**config.mk**
```make
export PLATFORM = sky130hd
export DESIGN_NAME = univ_async_fifo
export DESIGN_NICKNAME = d
export VERILOG_FILES = /design/src/rtl/univ_async_fifo_pkg.sv /design/src/rtl/fifo_mem.sv /design/src/rtl/univ_async_fifo.sv
export SDC_FILE = /design/constraint.sdc
export NUM_CORES = 1
export LEC_CHECK = 0
export CAP_MARGIN = 20
export CORE_MARGIN = 3
export CORE_UTILIZATION = 43
export DETAILED_ROUTE_END_ITERATION = 10
export PLACE_DENSITY = 0.63
export SETUP_SLACK_MARGIN = 0.2
export SYNTH_ARGS = -nofsm -noshare
export SYNTH_HDL_FRONTEND = slang
export SYNTH_HIERARCHICAL = 1
export SYNTH_SLANG_ARGS = --single-unit
```
**constraint.sdc**
```tcl
create_clock -name wclk -period 4.06 [get_ports wclk]
set_input_delay 0.812 -clock wclk [delete_from_list [all_inputs] [get_ports wclk]]
set_output_delay 0.812 -clock wclk [all_outputs]
set_load 0.01 [all_outputs]
```
**src/rtl/univ_async_fifo_pkg.sv**
```systemverilog
// Shared constants and helpers for the single-clock FIFO: default geometry and
// the pointer-width function used by both the top level and the storage array.
package univ_async_fifo_pkg;

    localparam int DEFAULT_FIFO_DEPTH = 8;
    localparam int DEFAULT_DATA_WIDTH = 32;

    // One extra bit beyond the address lets equal addresses be told apart as full or empty.
    function automatic int ptr_width(input int depth);
        return $clog2(depth) + 1;
    endfunction

endpackage

```
**src/rtl/fifo_mem.sv**
```systemverilog
// FIFO storage array: synchronous write port, combinational read port addressed
// by the read pointer so the top level can register the selected word.
module fifo_mem
    import univ_async_fifo_pkg::*;
#(
    parameter int DEPTH = DEFAULT_FIFO_DEPTH,
    parameter int WIDTH = DEFAULT_DATA_WIDTH,
    parameter int AW    = ptr_width(DEFAULT_FIFO_DEPTH) - 1
) (
    input  logic             clk,
    input  logic             we,
    input  logic [AW-1:0]    waddr,
    input  logic [WIDTH-1:0] wdata,
    input  logic [AW-1:0]    raddr,
    output logic [WIDTH-1:0] rdata
);

    logic [WIDTH-1:0] mem [DEPTH];

    always_ff @(posedge clk) begin
        if (we) begin
            mem[waddr] <= wdata;
        end
    end

    assign rdata = mem[raddr];

endmodule

```
**src/rtl/univ_async_fifo.sv**
```systemverilog
// Single-clock FIFO with binary wrap-around pointers, combinational full/empty
// decode and a registered read-data output.
module univ_async_fifo
    import univ_async_fifo_pkg::*;
#(
    parameter int FIFO_DEPTH = DEFAULT_FIFO_DEPTH,
    parameter int DATA_WIDTH = DEFAULT_DATA_WIDTH
) (
    input  logic                  wclk,
    input  logic                  wrst,
    input  logic                  w_en,
    input  logic                  r_en,
    input  logic [DATA_WIDTH-1:0] data_in,
    output logic [DATA_WIDTH-1:0] data_out,
    output logic                  full,
    output logic                  empty
);

    localparam int PW = ptr_width(FIFO_DEPTH);
    localparam int AW = PW - 1;
    localparam logic [PW-1:0] PTR_ONE = {{(PW-1){1'b0}}, 1'b1};

    logic [PW-1:0]         wptr;
    logic [PW-1:0]         rptr;
    logic                  wr_accept;
    logic                  rd_accept;
    logic                  mem_we;
    logic [DATA_WIDTH-1:0] rd_data;

    assign empty = (wptr == rptr);
    assign full  = (wptr[PW-1] != rptr[PW-1]) && (wptr[AW-1:0] == rptr[AW-1:0]);

    assign wr_accept = w_en && !full;
    assign rd_accept = r_en && !empty;

    // Reset wins over a concurrent write, so the array is never touched during reset.
    assign mem_we = wr_accept && !wrst;

    fifo_mem #(
        .DEPTH (FIFO_DEPTH),
        .WIDTH (DATA_WIDTH),
        .AW    (AW)
    ) u_mem (
        .clk   (wclk),
        .we    (mem_we),
        .waddr (wptr[AW-1:0]),
        .wdata (data_in),
        .raddr (rptr[AW-1:0]),
        .rdata (rd_data)
    );

    always_ff @(posedge wclk) begin
        if (wrst) begin
            wptr     <= '0;
            rptr     <= '0;
            data_out <= '0;
        end else begin
            if (wr_accept) begin
                wptr <= wptr + PTR_ONE;
            end
            if (rd_accept) begin
                rptr     <= rptr + PTR_ONE;
                data_out <= rd_data;
            end
        end
    end

endmodule

```
After elaboration in Yosys (flattened, before gate mapping)

Memory sizes are Yosys's and may differ from the RTL's. A register that Yosys moved wholly into a read port is not among the register bits.
Cells that the tools add are included.

Register bits: 8
Memory bits (writable): 256
Input bits: 36
Output and inout bits: 34
Logic and storage cells: 17
Memories kept: 1

Add/subtract/negate cells: 2
Equal/unequal tests: 3
Multiplexer cells: 2
Reductions and logical operators: 7

Memories:

| memory    | words | width | rd ports | clocked after memory_dff | wr ports | line           | source |
|---|---|---|---|---|---|---|---|
| u_mem.mem | 8     | 32    | 1        | 1                        | 1        | fifo_mem.sv:18 | `logic [WIDTH-1:0] mem [DEPTH];` |

Operator list:

| cell                                         | count |
|---|---|
| adder 4 x 1 -> 4 bit (second input constant) | 2 |
| equality test 4 bit                          | 1 |
| logical AND 1 bit                            | 4 |
| equality test 3 bit                          | 1 |
| zero test 1 bit                              | 3 |
| 2-to-1 mux 1 bit                             | 2 |
| inequality test 1 bit                        | 1 |

Logic depth before layout (Yosys ltp)

Depth in word-level cells: 7
Gate-level depth with buffers: 6

Modules after synthesis

Netlist, hierarchy kept.

Modules (own cells, without submodules):

| module          | times used | cells an instance | area each (um2) | sequential area each (um2) |
|---|---|---|---|---|
| fifo_mem        | 1          | 383               | 9825.7          | 7687.4 |
| univ_async_fifo | 1          | 203               | 2052.0          | 800.8 |

Worst setup path before layout

Ideal clock, no wire load.

Path kind: in2reg
Start point: in wrst
End point: mem u_mem/mem[4][0] (netlist bit), enable pin
Library setup time: 0.461 ns
Arrival: 3.637 ns
Data required time: 3.599 ns
Path slack: -0.038 ns
Cell stages on the path: 5
Buffers on the path: 2
Cell sequence: clkbuf_1 > clkbuf_1 > nor2b_1 > nand2_1 > nor3_1

Longest elaborated chain between the ends: 4

RTL lines:

| element                                | line                  | source |
|---|---|---|
| start, declared                        | univ_async_fifo.sv:10 | `input logic wrst,` |
| zero test 1 bit                        | univ_async_fifo.sv:37 | `assign mem_we = wr_accept && !wrst;` |
| logical AND 1 bit                      | univ_async_fifo.sv:37 |  |
| named net mem_we                       | univ_async_fifo.sv:27 | `logic mem_we;` |
| 2-to-1 mux 1 bit                       | fifo_mem.sv:21        | `if (we) begin` |
| 2-to-1 mux 1 bit (not written as such) | fifo_mem.sv:22        | `mem[waddr] <= wdata;` |
| end, declared                          | fifo_mem.sv:18        |  |

The timed path passes the listed nets, and every way through them passes these cells.

Final worst setup path

Start point: reg wptr[0]
End point: out empty

Longest elaborated chain between the ends: 1

RTL lines:

| element                | line                  | source |
|---|---|---|
| start, declared        | univ_async_fifo.sv:23 | `logic [PW-1:0] wptr;` |
| start signal, assigned | univ_async_fifo.sv:59 | `wptr <= wptr + PTR_ONE;` |
| equality test 4 bit    | univ_async_fifo.sv:30 | `assign empty = (wptr == rptr);` |
| end, declared          | univ_async_fifo.sv:16 | `output logic empty` |

Every way passes these cells.

==> metrics.yaml <==
status: "finished clean"
hp-class: "register to register"
period_needed_ns: 3.14
rrSetupSlack_ns: 1.28
design_area_um2: 13900
finalSetupViolations: 0
fmax_mhz: 319
crit_type: "register to primary output"
cp.arrival_ns: 2.32
nets: 708
ioPinCount: 70
maxCapViolCount: 0
avgSynthCellArea_um2: 20.3
ant_nets: 0
fp.dieW_um: 172
drt_iter0_markers: 292
ys_warn_count: 6
cts_tree: "built"
num_rows: 60
setup_tns_ns: 0
area_growth_pct: 17.3
routedWlPerCell_um: 21.0
slew_viol_final: 0
drive_above_1_share_pct: 20.6
yosysSeqAreaShare_pct: 71.5
cts_max_level: 1
die-area_um2: 29700
drt-total-wl_um: 21700
worstMarginPinSlew_ns: 0.984
clk_pin_slew_worst_paths_ns: 0.06
syn_area_um2: 11900
finalHoldViolCount: 0
drt-pass1-iter-count: 4
synth.distinct_cells: 30
cp.required_ns: 3.25
total_power_w: 0.00690
ctsResizeCount: 0
cts.sinks: 296
startpoint_type: "register"
num_vias: 5565
viasPerCell: 5.37
clock_path_buffers: 3
cts_setup_buffers: 0
peakVddDrop_mv: 0.361
fp.dieH_um: 172
rsz0062_at_grt: "false"
syn-num-nets: 624
min_period_over_period_pct: 77.3
end_kind: "primary output"
fin_skew_ns: 0.0159
drc: 0
slew-limit-headroom_pct: 34.4
clk_latency_ns: 0.56
syn-instance-count: 586
hpwl_um: 12400
cp_max_fo: 10
pre_cts_ws_ns: 0.811
n_antenna_cell: 0
setup_ws_ns: 0.923
cts_buffers: 31
p_leak_nw: 4.47
holdBufCountCts: 0
cp_cell_sequence: "xnor2_2 > nand3_1 > nor2_1 > clkdlybuf4s50_1"
nFillCells: 2113
grt_use_total_pct: 14.8
coreArea_um2: 27000
power.density_nw_per_um2: 495
clockRootBuffer: "clkbuf_16"
port_buffers: 69
grt_pass1_wl_um: 33800
crit_path_max_incr_delay_ns: 0.64
antenna_found_initial: 0
yosys_register_bits: 296
post-route-util_pct: 51.6
cpMaxStageDelayCell: "dfxtp_1"
placed_area_um2: 13000
grt_max_degree: 84
grt_pass1_vias: 5954
grt_overflow: 0
initial_utilization_pct: 43.9
gp_congestion: 0.724
[Yosys cell counts]
library cell	n	area, um2
edfxtp_1	256	7690
nand2b_1	71	444
dfxtp_1	40	801
mux4_1	40	1050
mux2_2	37	417
mux2i_1	35	350
mux4_2	24	541
nor2_1	12	45.0
clkbuf_1	10	37.5
buf_2	8	40.0
buf_6	8	90.1
nor2b_1	7	43.8
nand2_1	5	18.8
buf_1	4	15.0
nor3_1	4	20.0
xnor2_2	4	65.1
a41oi_1	3	26.3
buf_12	3	60.1
ha_1	2	25.0
inv_1	2	7.51
nand4_1	2	12.5
a211o_1	1	8.76
a311o_1	1	10.0
a41oi_2	1	16.3
and4_1	1	8.76
nand3_1	1	5.00
nor3b_1	1	7.51
o311ai_0	1	8.76
or2_2	1	6.26
xor2_1	1	8.76
[cells by family (layout without fill, tap and decap cells)]
group	Yosys count	count (layout)	synth area share, %
DFF	296	296	71.5
muxes	136	136	19.9
and+or+nand+nor	105	105	5.15
buffers and inverters	35	144	2.11
AOI/OAI and AO/OA	7	7	0.590
xor gates and xnor gates	5	5	0.622
adders and majority gates	2	2	0.211
[layer usage]
metal	up-vias	share of wire, %	GRT usage [%]
li1	2533	-	-
met1	2867	42	19.3
met2	124	51	26.3
met3	41	4.1	2.22
met4	0	2.2	3.61
met5	-	0	0
[final cells by class]
| class | instances | area (um2) | share of cell area (%) |
|---|---|---|---|
| Timing Repair Buffer | 84 | 811 | 5.82 |
| Clock buffer | 36 | 805 | 5.77 |
| Tap cell | 341 | 427 | 3.06 |
| Clock inverter | 22 | 171 | 1.23 |
| Inverter | 2 | 7.51 | 0.0539 |
| Sequential cell | 296 | 8490 | 61.0 |
| Multi-Input combinational cell | 255 | 3220 | 23.1 |
[placed cells by master (no fill, tap or decap), types with 3 or more instances in the layout]
cell type	count
mux4_1	40
a41oi_1	3
dfxtp_1	37
clkbuf_1	4
buf_4	14
mux2i_1	35
nor2_1	6
clkbuf_16	31
clkdlybuf4s50_1	68
clkinv_2	13
edfxtp_1	256
mux2_2	37
mux4_2	24
clkinv_1	5
nor2b_1	7
nand2_1	5
nor2_4	6
xnor2_2	4
nand2b_1	71
[per-stage QoR]
stage	instances	hold slack, ns
floorplan	586	0.493
global placement	978	0.458
detailed placement	978	0.463
CTS	1036	0.473
global route	1036	0.497
finish	1036	0.469
[report_power, final]
| group | internal (W) | switching, W | total, W |
|---|---|---|---|
| Sequential | 0.00340 | 0.0000600 | 0.00346 |
| Combinational | 0.000431 | 0.000353 | 0.000785 |
| Clock | 0.00154 | 0.00111 | 0.00265 |
[state kept, by name, indices dropped and copies added, names as in the netlist]
name       cells
data_out      32
wptr           4
u_mem/mem    256
rptr           4
[worst max-delay path: cells and delay by family (launching register included)]
kind,cells,cell delay (ns)
flip-flops,1,0.64
buffers and inverters,1,0.54
AND/OR/NAND/NOR,2,0.35
XOR/XNOR,1,0.25
[worst paths after layout]
kind                            cells after the start                     start                    endpoint
worst max register to register                      6      wptr[0]$_SDFFE_PP0P_  u_mem/mem[4][24]$_DFFE_PP_
worst max-delay path                                4      wptr[0]$_SDFFE_PP0P_                       empty
worst min register to register                      2  data_out[6]$_SDFFE_PP0P_    data_out[6]$_SDFFE_PP0P_
worst min-delay path                                2  data_out[6]$_SDFFE_PP0P_    data_out[6]$_SDFFE_PP0P_
Power figures use the tool's default switching activity.
